--- config.mk ---
export PLATFORM = sky130hd
export DESIGN_NAME = t_ff_bank
export DESIGN_NICKNAME = d
export VERILOG_FILES = /design/src/rtl/t_ff_bank_pkg.sv /design/src/rtl/t_ff_cell.sv /design/src/rtl/t_ff_bank.sv
export SDC_FILE = /design/constraint.sdc
export NUM_CORES = 1
export LEC_CHECK = 0
export BUFFER_PORTS_ARGS = -buffer_cell sky130_fd_sc_hd__buf_2
export CORE_MARGIN = 4
export CORE_UTILIZATION = 45
export CTS_BUF_LIST = sky130_fd_sc_hd__clkbuf_2 sky130_fd_sc_hd__clkbuf_4 sky130_fd_sc_hd__clkbuf_8
export CTS_CLUSTER_SIZE = 28
export DETAILED_ROUTE_END_ITERATION = 10
export PLACE_DENSITY = 0.73
export SYNTH_ARGS = -nofsm -noshare
export SYNTH_HDL_FRONTEND = slang
export SYNTH_SLANG_ARGS = --single-unit
export TNS_END_PERCENT = 10
--- constraint.sdc ---
create_clock -name clk -period 3 [get_ports clk]
set_input_delay 0.6 -clock clk [delete_from_list [all_inputs] [get_ports clk]]
set_output_delay 0.6 -clock clk [all_outputs]
set_load 0.02 [all_outputs]
--- src/rtl/t_ff_bank_pkg.sv ---
// rtl/t_ff_bank_pkg.sv - shared mode type, per-bit update rule and popcount for t_ff_bank
package t_ff_bank_pkg;

  typedef enum logic [1:0] {
    MODE_TOGGLE = 2'b00,
    MODE_SET    = 2'b01,
    MODE_CLR    = 2'b10,
    MODE_LOAD   = 2'b11
  } mode_t;

  // Widest vector the popcount helper accepts; callers zero-extend into it.
  localparam int POP_MAX_W = 256;

  // Next value of one flip-flop for an enabled cycle.
  function automatic logic apply_mode(input mode_t mode, input logic q,
                                      input logic t, input logic d);
    logic r;
    case (mode)
      MODE_TOGGLE: r = q ^ t;
      MODE_SET:    r = q | t;
      MODE_CLR:    r = q & ~t;
      default:     r = d;
    endcase
    return r;
  endfunction

  // Number of set bits in v; only the low 'width' bits are examined.
  function automatic logic [31:0] popcount(input logic [POP_MAX_W-1:0] v,
                                           input int width);
    logic [31:0] cnt;
    cnt = '0;
    for (int i = 0; i < POP_MAX_W; i++) begin
      if (i < width) cnt = cnt + {31'b0, v[i]};
    end
    return cnt;
  endfunction

endpackage

--- src/rtl/t_ff_cell.sv ---
// rtl/t_ff_cell.sv - one toggle/set/clear/load flip-flop with registered rising-edge pulse
module t_ff_cell
  import t_ff_bank_pkg::*;
(
  input  logic       clk,
  input  logic       rst_n,
  input  logic       enable,
  input  logic [1:0] mode,
  input  logic       t,
  input  logic       d,
  output logic       q,
  output logic       q_rise
);

  logic q_next;

  // Hold when disabled, otherwise apply the selected operation.
  always_comb begin
    q_next = q;
    if (enable) q_next = apply_mode(mode_t'(mode), q, t, d);
  end

  // State and 0->1 pulse; a held bit never produces a pulse.
  always_ff @(posedge clk) begin
    if (!rst_n) begin
      q      <= 1'b0;
      q_rise <= 1'b0;
    end else begin
      q      <= q_next;
      q_rise <= ~q & q_next;
    end
  end

endmodule

--- src/rtl/t_ff_bank.sv ---
// rtl/t_ff_bank.sv - WIDTH-bit toggle flip-flop bank; change counter built when T_FF_BANK_CNT_EN is defined
module t_ff_bank
  import t_ff_bank_pkg::*;
#(
  parameter int WIDTH = 8,
  parameter int CNT_W = 8
) (
  input  logic             clk,
  input  logic             rst_n,
  input  logic             enable,
  input  logic [1:0]       mode,
  input  logic [WIDTH-1:0] t,
  input  logic [WIDTH-1:0] d,
  input  logic             cnt_clr,
  output logic [WIDTH-1:0] q,
  output logic [WIDTH-1:0] q_rise,
  output logic [CNT_W-1:0] change_cnt
);

  for (genvar i = 0; i < WIDTH; i++) begin : g_cell
    t_ff_cell u_cell (
      .clk    (clk),
      .rst_n  (rst_n),
      .enable (enable),
      .mode   (mode),
      .t      (t[i]),
      .d      (d[i]),
      .q      (q[i]),
      .q_rise (q_rise[i])
    );
  end

`ifdef T_FF_BANK_CNT_EN
  localparam int DW = $clog2(WIDTH + 1);
  // Sum is wide enough for both operands so a large delta cannot wrap before clamping.
  localparam int SW = ((CNT_W > DW) ? CNT_W : DW) + 1;
  localparam logic [SW-1:0] CNT_MAX = {{(SW-CNT_W){1'b0}}, {CNT_W{1'b1}}};

  logic [WIDTH-1:0]     q_next;
  logic [POP_MAX_W-1:0] diff_ext;
  logic [DW-1:0]        delta;
  logic [SW-1:0]        sum;

  // The counter sees the same next state the cells compute, so it tracks bit changes exactly.
  always_comb begin
    q_next = q;
    if (enable) begin
      for (int i = 0; i < WIDTH; i++) begin
        q_next[i] = apply_mode(mode_t'(mode), q[i], t[i], d[i]);
      end
    end
    diff_ext = POP_MAX_W'(q ^ q_next);
    delta    = DW'(popcount(diff_ext, WIDTH));
    sum      = SW'(change_cnt) + SW'(delta);
  end

  // Saturating change counter; clear wins over counting and drops this cycle's delta.
  always_ff @(posedge clk) begin
    if (!rst_n || cnt_clr) begin
      change_cnt <= '0;
    end else if (sum > CNT_MAX) begin
      change_cnt <= CNT_W'(CNT_MAX);
    end else begin
      change_cnt <= CNT_W'(sum);
    end
  end
`else
  logic cnt_clr_unused;
  assign cnt_clr_unused = cnt_clr;
  assign change_cnt     = '0;
`endif

endmodule
; ---- Yosys cells after proc, flatten, opt, wreduce, memory -nomap -nowiden
; Cells that the tools add are included.
[word_totals]
reg_bits = 16
inputBits = 22
wordCells = 83
[op_classes]
eq_ne = 2
mux = 16
n_bitwise = 48
n_reduce_logical = 1
[ops]
columns = operator, count
row1 = case mux 1 bit (3 select lines), 8
row2 = bitwise AND 1 bit, 16
row3 = inverter 1 bit, 16
row4 = 2-to-1 mux 1 bit, 8
row5 = OR 1 bit, 8
row6 = XOR 1 bit, 8
row7 = equality test 2 x 1 -> 1 bit (second input constant), 1
row8 = equality test 2 bit (second input constant), 1
row9 = zero test 2 bit, 1

; ---- Logic depth before layout (Yosys ltp)
[logic_depth]
ltp_word = 5
depth_mapped = 5
mapped_depth_nobuf = 5

; ---- Cells and area by module
; Synthesis repeated with hierarchy kept, for this count alone.
[unflattened]
cells_unflattened = 145
area_unflattened_um2 = 1395.1
[by_module_without_submodules]
columns = module, n_inst, cells_per_inst, area_each_um2
row1 = t_ff_cell, 8, 17, 166.4
row2 = t_ff_bank, 1, 9, 63.8

; ---- Worst setup path before layout
; No wires, ideal clock.
[synth_timing]
path_kind = input-to-reg
from = input t[1]
to = register g_cell[1].u_cell.q_rise
arrival_ns = 1.383
path_slack_ns = 1.514
cell_stages = 5
path_buffers = 0
path_cell_list = inv_1 ha_1 mux2i_1 nor2b_1 a2111oi_2
[synth_between]
elab_chain_cells = 5
word_cells_on_any_way = 7
classes_between = mux: 2 / bitwise: 5
[synth_rtl]
columns = element, line
row1 = start: declaration, t_ff_bank.sv:12  ; input logic [WIDTH-1:0] t,
row2 = inverter 1 bit, t_ff_bank_pkg.sv:21  ; MODE_CLR: r = q & ~t;
row3 = bitwise AND 1 bit, t_ff_bank_pkg.sv:21
row4 = case mux 1 bit (3 select lines) *, t_ff_bank_pkg.sv:18  ; case (mode)
row5 = 2-to-1 mux 1 bit *, t_ff_cell.sv:20  ; if (enable) q_next = apply_mode(mode_t'(mode), q, t, d);
row6 = bitwise AND 1 bit *, t_ff_cell.sv:30  ; q_rise <= ~q & q_next;
row7 = end signal: assignment, t_ff_cell.sv:30
row8 = end: declaration, t_ff_cell.sv:12  ; output logic q_rise
; Every way passes the cells marked *; elsewhere a longest branch is shown, timed or not.
; A chain may end at the register's enable or synchronous reset.

; ---- Worst setup path in the final report
[layout_timing]
from = register g_cell[0].u_cell.q
to = output q[0]
[layout_rtl]
columns = element, line
row1 = start: declaration, t_ff_cell.sv:11  ; output logic q,
row2 = start signal: assignment, t_ff_cell.sv:29  ; q <= q_next;
row3 = end: declaration, t_ff_bank.sv:15  ; output logic [WIDTH-1:0] q,
; No word-level cell between the ends.

==> impl_metrics.csv <==
group,metric,value,unit
worst_setup_path,required,2.40,ns
worst_setup_path,crit_cells,1,
floorplanning,die_w,61.44,µm
routing,wl,2328,µm
routing,drc,0,
worst_setup_path,critPathMaxFanout,5,
global_routing,grt_pass1_vias,875,
worst_setup_path,endpoint,"q[0]",
timing,setup_viol,0,
routing,initialDrtViolationCount,10,
clock_network,cts_tree,"built",
place,postPlaceCellArea,0.001303,mm²
synthesis,synth_most_common_cell,"buf_4",
timing,clock.fmax,649.0,MHz
clock_network,post_cts.repair.setup_buffers,0,
synthesis,synth-seq-area-share,24.93,%
worst_setup_path,crit_family,"flip-flops",
routing,drtAntennaViolNets,0,
clock_network,clock_sink_count,16,
finish,final_area,0.001325,mm²
place,hpwlAfterDp,1799,µm
routing,drt-vias-per-instance,5.124,
power_and_ir_drop,p_leak,0.6560,nW
floorplanning,std_cell_rows,19,
clock_network,htree_num_levels,1,
floorplanning,io_pins,46,
global_routing,grt_pass1_wl,3850,µm
clock_network,root_buffer,"clkbuf_4",
timing,fin_worst_skew,0.002852,ns
power_and_ir_drop,ir_worst_vdd,0.0002203,V
routing,first_pass_iters,4,
finish,area_growth,3.116,%
floorplanning,fp.dieH,61.44,µm
power_and_ir_drop,pwr_density_cell,374.2,mW/mm²
routing,wl_per_cell,12.58,µm
worst_setup_path,cp_slowest_cell,"dfxtp_1",
worst_setup_path,critPathArrivalTime,0.94,ns
worst_setup_path,r2r_slack,1.58,ns
synthesis,ys_top_cells_by_count,"26 x buf_4, 17 x inv_1, 16 x dfxtp_1, 16 x ha_1, 9 x mux2i_1",
clock_network,clk_path_buf_depth,2,
timing,finalHoldViolations,0,
run,maxCapViolations,0,
worst_setup_path,cp_slowest_stage_delay,0.44,ns
finish,num_antenna_cells,0,
hold_path,hp-class,"flip-flop to flip-flop",
synthesis,synthArstFlopShare,0,%
floorplanning,core_area,0.002734,mm²
synthesis,syn_area,0.001285,mm²
synthesis,post-synth-top-area-fraction,24.93,%
worst_setup_path,crit_type,"flip-flop to output pin",
place,gp_congestion,0.6755,
synthesis,syn_avg_cell_area,9.311,µm²
synthesis,ys_ff_latch,16,
synthesis,synth_edf_count,0,
worst_setup_path,startpoint,"g_cell[0].u_cell.q",
worst_setup_path,reg2reg_from,"g_cell[1].u_cell.q",
timing,rsz0062_at_grt,"no",
global_routing,overflow,0,
worst_setup_path,reg2reg_depth,5,
clock_network,cts_inserted_buffers,3,
synthesis,ys.flop_type,"dfxtp_1",
finish,drive_gt1_share,30.52,%
timing,fin_crit_sh,51.36,%
synthesis,synth.largest_area_cell,"dfxtp_1",
finish,fill_cells,258,
finish,num-nets-final,194,
clock_network,clk-insertion-delay-late,0.29,ns
synthesis,synth_warnings,0,
floorplanning,start_util,47.00,%
routing,vias,948,
outcome,status,"finished, final reports clean",
timing,maxSlewViolCount,0,
clock_network,clk_transition_reported_paths,0.09,ns
timing,setup_tns,0,ns
worst_setup_path,crit_buf_inv,1,
clock_network,ctsHoldBuffers,0,
worst_setup_path,reg2reg_to,"g_cell[1].u_cell.q_rise",
global_routing,grt_max_degree,24,
worst_setup_path,crit_chain,"buf_2",
synthesis,synth_cell_types,18,
place,port_buffers,36,
clock_network,cts_resized,0,
timing,period_needed,1.541,ns
floorplanning,dieArea,0.003774,mm²
global_routing,grt_usage,13.56,%
synthesis,synth_area_leaders,"dfxtp_1 25%, ha_1 16%, buf_4 15%",
synthesis,synth_cells,138,
worst_setup_path,end_kind,"output pin",
global_routing,antenna_found_initial,0,
worst_setup_path,startpoint_type,"flip-flop",
## metal layers
layer | global-route usage [%] | vias to the layer above | share of wire (%)
li1 | - | 476 | -
met3 | 1.258 | 5 | 5.3
met1 | 15.93 | 439 | 43
met2 | 24.17 | 28 | 49
met5 | 0 | - | 0
met4 | 7.273 | 0 | 2.4
## metrics by stage
stage / std cells / total power, mW / setup WS (ns) / hold WS (ns) / utilization [%]
final: 185 / 0.4958 / 1.459 / 0.5075 / 48.47
after global routing: 185 / 0.5300 / 1.398 / 0.5426 / 48.47
after CTS: 185 / 0.5031 / 1.443 / 0.5099 / 48.47
after detailed placement: 182 / 0.3872 / 1.238 / 0.4975 / 47.64
after global placement: 182 / 0.3789 / 1.270 / 0.4888 / 47.64
after floorplan: 145 / 0.3733 / 1.514 / 0.4725 / -
## state kept, by name, indices dropped and copies added, names as in the netlist
| name | count |
|---|---|
| g_cell.u_cell.q_rise | 8 |
| g_cell.u_cell.q | 8 |
## kinds of logic after synthesis
family	share of synthesized area, %
buffers and inverters	22.69
AND/OR/NAND/NOR	12.37
other	0.2918
multiplexers	7.011
adder cells (fa/ha/maj)	15.58
flip-flops	24.93
AO/OA/AOI/OAI	17.14
## cell usage in the layout (no fill, tap or decap)
cell and instances:
buf_2 36, inv_1 17, ha_1 16, dfxtp_1 16
mux2i_1 9, nand3b_1 8, o221ai_1 8, nor2b_1 8
conb_1 8, nor2_1 7, a21oi_1 7, a2111oi_2 7
clkbuf_4 3, nand2_4 1, or2_1 1, nand3_1 1
a2111oi_1 1
## worst min-delay path by stage
stage | from | end | slack (ns) | cells after the start
global placement | g_cell[5].u_cell.q | g_cell[5].u_cell.q_rise | 0.49 | 1
floorplan | g_cell[1].u_cell.q | g_cell[1].u_cell.q_rise | 0.47 | 1
finish | g_cell[5].u_cell.q | g_cell[5].u_cell.q_rise | 0.51 | 1
CTS | g_cell[1].u_cell.q | g_cell[1].u_cell.q_rise | 0.51 | 1
detailed placement | g_cell[1].u_cell.q | g_cell[1].u_cell.q_rise | 0.50 | 1
global route | g_cell[5].u_cell.q | g_cell[5].u_cell.q_rise | 0.54 | 1
## report_power, final
| part | internal (mW) | total, mW | switching (mW) |
|---|---|---|---|
| clock network | 0.0467 | 0.115 | 0.0680 |
| logic | 0.0554 | 0.142 | 0.0870 |
| registers | 0.226 | 0.239 | 0.0125 |
## layout make-up
type                    instances  area (µm²)  share of cell area (%)
inverters                      17       63.81                   4.816
well taps                      31       38.79                   2.927
flip-flops and latches         16       320.3                   24.17
repair buffers                 36       180.2                   13.60
multi-input cells              82       699.4                   52.79
clock buffers                   3       22.52                   1.700
(Power assumes the default switching activity.)
